## src/rtl/uart_tx.sv

```systemverilog
// UART transmitter: byte FIFO feeding an 8N1 serializer with a registered line output.
module uart_tx #(
  parameter int unsigned CLKS_PER_BIT = 8,
  parameter int unsigned FIFO_DEPTH   = 4
) (
  input  logic                         clk,
  input  logic                         reset_n,
  input  logic [7:0]                   tx_data,
  input  logic                         tx_data_valid,
  output logic                         tx_data_ready,
  output logic                         tx,
  output logic                         tx_busy,
  output logic [$clog2(FIFO_DEPTH):0]  fifo_count
);

  localparam int unsigned CNT_W  = $clog2(CLKS_PER_BIT);
  localparam int unsigned PTR_W  = $clog2(FIFO_DEPTH);
  localparam int unsigned FCNT_W = PTR_W + 1;

  typedef enum logic [1:0] {
    IDLE  = 2'd0,
    START = 2'd1,
    DATA  = 2'd2,
    STOP  = 2'd3
  } state_t;

  state_t              state_q, state_d;
  logic [7:0]          shift_q, shift_d;
  logic [2:0]          bit_q, bit_d;
  logic [CNT_W-1:0]    cyc_q, cyc_d;
  logic                tx_q, tx_d;
  logic                busy_q;
  logic                ready_q;
  logic [FCNT_W-1:0]   count_q, count_d;
  logic [PTR_W-1:0]    wr_ptr_q, rd_ptr_q;
  logic [7:0]          mem [FIFO_DEPTH];

  logic                wr_en;
  logic                pop;
  logic                fifo_nonempty;
  logic                bit_end;
  logic [7:0]          head;

  assign wr_en         = tx_data_valid && ready_q;
  assign fifo_nonempty = (count_q != '0);
  assign bit_end       = (cyc_q == CNT_W'(CLKS_PER_BIT - 1));
  assign head          = mem[rd_ptr_q];
  assign count_d       = count_q + FCNT_W'(wr_en) - FCNT_W'(pop);

  assign tx_data_ready = ready_q;
  assign tx            = tx_q;
  assign tx_busy       = busy_q;
  assign fifo_count    = count_q;

  // Next-state and serializer datapath; pops happen only from IDLE or at the end of STOP.
  always_comb begin
    state_d = state_q;
    shift_d = shift_q;
    bit_d   = bit_q;
    cyc_d   = cyc_q;
    tx_d    = tx_q;
    pop     = 1'b0;
    case (state_q)
      IDLE: begin
        tx_d  = 1'b1;
        cyc_d = '0;
        bit_d = '0;
        if (fifo_nonempty) begin
          pop     = 1'b1;
          shift_d = head;
          tx_d    = 1'b0;
          state_d = START;
        end
      end
      START: begin
        if (bit_end) begin
          cyc_d   = '0;
          bit_d   = '0;
          tx_d    = shift_q[0];
          state_d = DATA;
        end else begin
          cyc_d = cyc_q + CNT_W'(1);
        end
      end
      DATA: begin
        if (bit_end) begin
          cyc_d = '0;
          if (bit_q == 3'd7) begin
            tx_d    = 1'b1;
            state_d = STOP;
          end else begin
            bit_d   = bit_q + 3'd1;
            shift_d = {1'b0, shift_q[7:1]};
            tx_d    = shift_q[1];
          end
        end else begin
          cyc_d = cyc_q + CNT_W'(1);
        end
      end
      STOP: begin
        if (bit_end) begin
          cyc_d = '0;
          if (fifo_nonempty) begin
            pop     = 1'b1;
            shift_d = head;
            tx_d    = 1'b0;
            state_d = START;
          end else begin
            tx_d    = 1'b1;
            state_d = IDLE;
          end
        end else begin
          cyc_d = cyc_q + CNT_W'(1);
        end
      end
      default: begin
        state_d = IDLE;
        tx_d    = 1'b1;
        cyc_d   = '0;
        bit_d   = '0;
      end
    endcase
  end

  // FSM state, serializer registers and registered status outputs.
  always_ff @(posedge clk or negedge reset_n) begin
    if (!reset_n) begin
      state_q <= IDLE;
      shift_q <= '0;
      bit_q   <= '0;
      cyc_q   <= '0;
      tx_q    <= 1'b1;
      busy_q  <= 1'b0;
    end else begin
      state_q <= state_d;
      shift_q <= shift_d;
      bit_q   <= bit_d;
      cyc_q   <= cyc_d;
      tx_q    <= tx_d;
      busy_q  <= (state_d != IDLE);
    end
  end

  // FIFO occupancy and pointers; ready tracks the registered count so a same-cycle pop never frees a slot.
  always_ff @(posedge clk or negedge reset_n) begin
    if (!reset_n) begin
      count_q  <= '0;
      ready_q  <= 1'b1;
      wr_ptr_q <= '0;
      rd_ptr_q <= '0;
    end else begin
      count_q <= count_d;
      ready_q <= (count_d != FCNT_W'(FIFO_DEPTH));
      if (wr_en) wr_ptr_q <= wr_ptr_q + PTR_W'(1);
      if (pop)   rd_ptr_q <= rd_ptr_q + PTR_W'(1);
    end
  end

  // FIFO storage; contents need no reset since occupancy is tracked by the pointers.
  always_ff @(posedge clk) begin
    if (wr_en) mem[wr_ptr_q] <= tx_data;
  end

endmodule
```

## config.mk

```make
export PLATFORM = sky130hd
export DESIGN_NAME = uart_tx
export DESIGN_NICKNAME = d
export VERILOG_FILES = /design/src/rtl/uart_tx.sv
export SDC_FILE = /design/constraint.sdc
export NUM_CORES = 1
export LEC_CHECK = 0
export CAP_MARGIN = 20
export CORE_MARGIN = 4
export CORE_UTILIZATION = 61
export CTS_BUF_LIST = sky130_fd_sc_hd__clkbuf_8
export CTS_CLUSTER_DIAMETER = 120
export DETAILED_ROUTE_END_ITERATION = 6
export PLACE_DENSITY_LB_ADDON = 0.15
export SYNTH_ARGS = -nofsm -noshare
export SYNTH_HDL_FRONTEND = slang
export SYNTH_SLANG_ARGS = --single-unit
```

## constraint.sdc

```tcl
create_clock -name clk -period 3.3 [get_ports clk]
set_input_delay 0.495 -clock clk [delete_from_list [all_inputs] [get_ports clk]]
set_output_delay 0.495 -clock clk [all_outputs]
set_load 0.005 [all_outputs]
```

# Yosys cells after proc, flatten, opt, wreduce, memory -nomap -nowiden

Memory sizes are Yosys's and may differ from the RTL's.
Index checks and enable logic that the tools add are counted.

Register bits: 26
Word-level logic and storage cells: 66
RAM bits: 32
Memories: 1
Output and inout port bits: 6

Memories:

| memory | depth | bits a word | rd ports | clocked after Yosys merged registers in | wr ports | RTL line | text |
|---|---|---|---|---|---|---|---|
| mem    | 4     | 8           | 1        | 0                                       | 1        | 36       | `logic [7:0] mem [FIFO_DEPTH];` |

Mux-type cells: 29
Equality and inequality tests: 10
Reductions and logical operators: 10
Add/subtract/negate cells: 6

Operators by type and width:

| kind                                                                   | number |
|---|---|
| 8-bit 2-to-1 mux                                                       | 4 |
| 8-bit one-hot mux with 3 select lines                                  | 1 |
| 3-bit 2-to-1 mux                                                       | 4 |
| 1-bit 2-to-1 mux                                                       | 10 |
| 2-bit 2-to-1 mux                                                       | 5 |
| 3-bit one-hot mux with 3 select lines                                  | 1 |
| 3-bit nonzero test                                                     | 3 |
| 2-bit inequality test (second input constant)                          | 4 |
| 2-bit one-hot mux with 4 select lines                                  | 1 |
| 4-bit AND reduction                                                    | 2 |
| 3-bit by 1-bit adder with 3-bit output (second input constant)         | 2 |
| 3-bit equality test (second input constant)                            | 2 |
| 3-bit one-hot mux with 2 select lines                                  | 1 |
| 2-bit by 1-bit adder with 2-bit output (second input constant)         | 2 |
| 2-bit equality test (second input constant)                            | 2 |
| 1-bit one-hot mux with 4 select lines                                  | 1 |
| 3-bit by 1-bit adder with 3-bit output                                 | 1 |
| 3-bit inequality test (second input constant)                          | 1 |
| 3-bit AND reduction                                                    | 1 |
| 3-bit OR reduction                                                     | 1 |
| 3-bit by 1-bit subtractor with 3-bit output                            | 1 |
| 2-bit by 1-bit equality test with 1-bit output (second input constant) | 1 |
| 2-bit logical NOT                                                      | 1 |
| 1-bit one-hot mux with 2 select lines                                  | 1 |
| other kinds (2)                                                        | 2 |

# Depth between registers and ports, before layout

Word-level depth: 6
Gate-level depth with buffers: 12
Mapped depth without buffers: 11

# Least setup slack after synthesis

OpenSTA, ideal clock, no wires.

Path kind: register to register
Start: reg cyc_q[0]
End: reg ready_q (netlist: tx_data_ready)
Cell stages (with the launch flop): 13
Period minus slack after synthesis: 2.392 ns
Setup slack: 0.908 ns
Data arrival time: 2.310 ns
Setup time: 0.083 ns
Cells stage by stage: dfrtp_1 ha_1 ha_1 buf_4 a21oi_1 nor3_1 ha_1 inv_1 ha_1 fa_1 xnor2_1 xnor2_1 nand2_1

Longest elaborated chain between the ends: 5

RTL lines:

| what                                        | RTL line | text |
|---|---|---|
| start: declaration                          | 30       | `logic [CNT_W-1:0] cyc_q, cyc_d;` |
| start signal: assignment                    | 138      | `cyc_q <= cyc_d;` |
| 3-bit equality test                         | 46       | `assign bit_end = (cyc_q == CNT_W'(CLKS_PER_BIT - 1));` |
| 1-bit 2-to-1 mux                            | 101      | `if (bit_end) begin` |
| 1-bit one-hot mux with 2 select lines       | 63       | `case (state_q)` |
| named net pop                               | 39       | `logic pop;` |
| 3-bit by 1-bit subtractor with 3-bit output | 48       | `assign count_d = count_q + FCNT_W'(wr_en) - FCNT_W'(pop);` |
| named net count_d[2]                        | 34       | `logic [FCNT_W-1:0] count_q, count_d;` |
| 3-bit inequality test                       | 153      | `ready_q <= (count_d != FCNT_W'(FIFO_DEPTH));` |
| end signal: assignment                      | 153      |  |
| end: declaration                            | 33       | `logic ready_q;` |

The timed path passes the listed nets, and every way through them passes these cells.
A chain may end at the register's enable or synchronous reset.

# Worst setup path in the final report

Ends and elaborated chain as after synthesis.

==> reports/qor.yml <==
worst_setup_path:
  cpMostUsedCell: "ha_1"
  crit_end: "tx_data_ready"
  reg2regPathDepth: 11
  r2r_end: "tx_data_ready"
  max_stage_delay_ns: 0.38
  worst_r2r_startpoint: "cyc_q[0]"
  slowest_stage: "fa_1"
  rrSetupSlack_ns: 0.67
  critPathRequiredTime_ns: 3.56
  crit_cells: 11
  crit_chain: "ha_1 -> ha_1 -> a21oi_1 -> nor3_1 -> ha_1 -> inv_1 -> ha_1 -> fa_1 -> xnor2_1 -> xnor2_1 -> nand2_1"
  cp_top_family: "adder cells"
  crit_path_start: "cyc_q[0]"
  critPathMaxFanout: 11
  worstPathArrival_ns: 2.89
  critPathBufInv: 1
  setup.worst_path.class: "reg2reg"
  cp-start-kind: "flop"
  critPathCaptureType: "flop"
job:
  drv_cap: 0
layout:
  area_growth_pct: 14.9
  layout_commonest_cell: "edfxtp_1"
  layout-drive-gt1-share_pct: 22.6
  final_cell_mix: "edfxtp_1 (32), dfrtp_1 (24), ha_1 (16), clkdlybuf4s50_1 (16), nor2_1 (14)"
  diodes: 0
  nets: 235
floorplanning:
  die_x_um: 75.1
  boundaryPins: 17
  die_h_um: 75.1
  fp.dieArea_mm2: 0.00564
  row_count: 24
  core_mm2: 0.00435
  initial_core_util_pct: 63.0
timing:
  setup_viol: 0
  max_freq_mhz: 380
  rsz0062_at_grt: "no"
  period_share_pct: 79.7
  worstMarginPinSlew_ns: 0.644
  fin_ws_ns: 0.671
  timing.final.crit_period_ns: 2.63
  report.final.slew_viol_count: 0
  hold_violations: 0
  setup-tns-final_ns: 0
  clock_skew_ns: 0.00736
  relSlewSlack_pct: 57.1
logic_synthesis:
  synthesis.nets: 214
  synth_top_cell_area_share_pct: 35.0
  synth_seq_cells: 58
  ys_seq_area_share_pct: 58.8
  postSynthAreaPerCell_um2: 14.8
  synthesis.area_mm2: 0.00275
  syn_inst: 186
  ys_warn_count: 0
  ys_types: 40
  ys_top_cells_by_area: "edfxtp_1 (35%), dfrtp_1 (22%), ha_1 (7.3%), mux4_2 (6.6%), nor3b_2 (3.2%)"
  yosysTopAreaCell: "edfxtp_1"
pwr:
  ir_drop_uv: 427
  power_density_mw_per_mm2: 672
  p_leak_nw: 1.18
cts:
  clk_latency_ns: 0.33
  post_cts_buffers: 0
  cts_buffers: 9
  clk_pin_slew_ns: 0.06
  cts_resized: 0
  clockBufferDepth: 2
  cts_hold_buf: 0
  clock_sinks: 58
  cts_tree: "built"
  htree_levels: 3
  cts_root_buf: "clkbuf_8"
grt:
  grt_pass1_vias: 1549
  antenna_found_initial: 0
  grt_max_degree: 27
  grt-ovfl-total: 0
  grt_pass1_wl_mm: 7.38
  grt.total_usage_pct: 18.6
placement:
  pre_cts_ws_ns: 0.671
  port_buffers: 16
  hpwl_mm: 3.08
  place.gp.congestion: 0.751
drt:
  vias_per_cell: 5.80
  first_pass_iters: 4
  vias: 1531
  routedWlPerCell_um: 16.8
  drc: 0
  drt_iter0_markers: 110
  final_antenna_net_count: 0
  wl_mm: 4.43
outcome:
  status: "complete, no violations"
min_path:
  min_path_type: "reg2reg"
layout make-up:
type	instances	area (um2)
multi-input cells	110	1020
clock inverters	7	118
well taps	52	65.1
repair buffers	17	168
fillers	277	1200
flip-flops and latches	58	1610
inverters	11	41.3
clock buffers	9	124
synthesized netlist by cell type:
cell type	instances
ha_1	16
edfxtp_1	32
nor3b_1	1
o21ai_1	1
nor3_1	3
nor2b_1	2
xor2_1	1
nor3_2	7
a21bo_4	1
a31oi_1	4
a21oi_1	1
o21ba_2	1
fa_1	1
nor3b_2	7
o21ai_0	4
and3_1	5
a21o_1	1
or2_1	2
o21bai_1	1
a21oi_2	1
inv_1	11
mux2_1	1
xnor2_1	4
o32ai_1	7
nand2b_2	1
and2_1	1
dfstp_2	2
nand2_1	4
dfrtp_1	24
nand3_1	4
mux2_2	2
buf_6	4
mux4_2	8
or3_4	1
nor2_1	14
a21oi_4	1
buf_2	1
a211oi_1	1
buf_4	2
o22ai_1	1
where the power goes:
group          total [mW]  switching (mW)  internal, mW
clock               0.778           0.279         0.499
sequential          0.983          0.0711         0.912
combinational       0.358           0.184         0.174
worst min path at each step:
stage,slack [ns],to,cells past startpoint,from
2_1_floorplan,0.20,bit_q[0],0,reset_n
3_3_place_gp,0.42,cyc_q[0],1,cyc_q[0]
3_5_place_dp,0.44,cyc_q[0],1,cyc_q[0]
4_1_cts,0.45,cyc_q[0],1,cyc_q[0]
5_1_grt,0.46,cyc_q[0],1,cyc_q[0]
6_report,0.45,cyc_q[0],1,cyc_q[0]
kinds of logic (layout without fill, tap and decap cells):
logic type	Yosys count	in the layout	share of synthesized area, %
buffers and inverters	18	44	3.87
AND/OR/NAND/NOR	52	52	12.8
multiplexers	11	11	7.79
XOR/XNOR	5	5	1.60
AO/OA/AOI/OAI	25	25	7.16
flip-flops	58	58	58.8
adder cells (fa/ha/maj)	17	17	8.02
stage by stage:
step | hold WS, ns | cell area (um2) | utilization [%] | power [mW] | std cells
3_5_place_dp | 0.437 | 2910 | 66.9 | 1.36 | 248
3_3_place_gp | 0.418 | 2910 | 66.9 | 1.32 | 248
6_report | 0.449 | 3150 | 72.4 | 2.12 | 264
4_1_cts | 0.449 | 3150 | 72.4 | 2.14 | 264
5_1_grt | 0.456 | 3150 | 72.4 | 2.23 | 264
2_1_floorplan | 0.199 | 2750 | - | 1.21 | 186
flip-flops by register name, summed over array words and instances, names as in the netlist:
register	flops
wr_ptr_q	2
tx_busy	1
fifo_count	3
tx	1
tx_data_ready	1
cyc_q	3
shift_q	8
state_q	2
rd_ptr_q	2
bit_q	3
mem	32
routing by layer:
layer / share of wire (%) / vias to the layer above / GRT usage (%) / routed length (um)
li1: - / 731 / - / -
met1: 44 / 758 / 22.6 / 1940
met2: 50 / 29 / 29.7 / 2210
met3: 3.3 / 13 / 4.14 / 148
met4: 2.8 / 0 / 12.3 / 124
met5: 0 / - / 0 / 0
No activity file was read; power rests on OpenSTA's default activity.
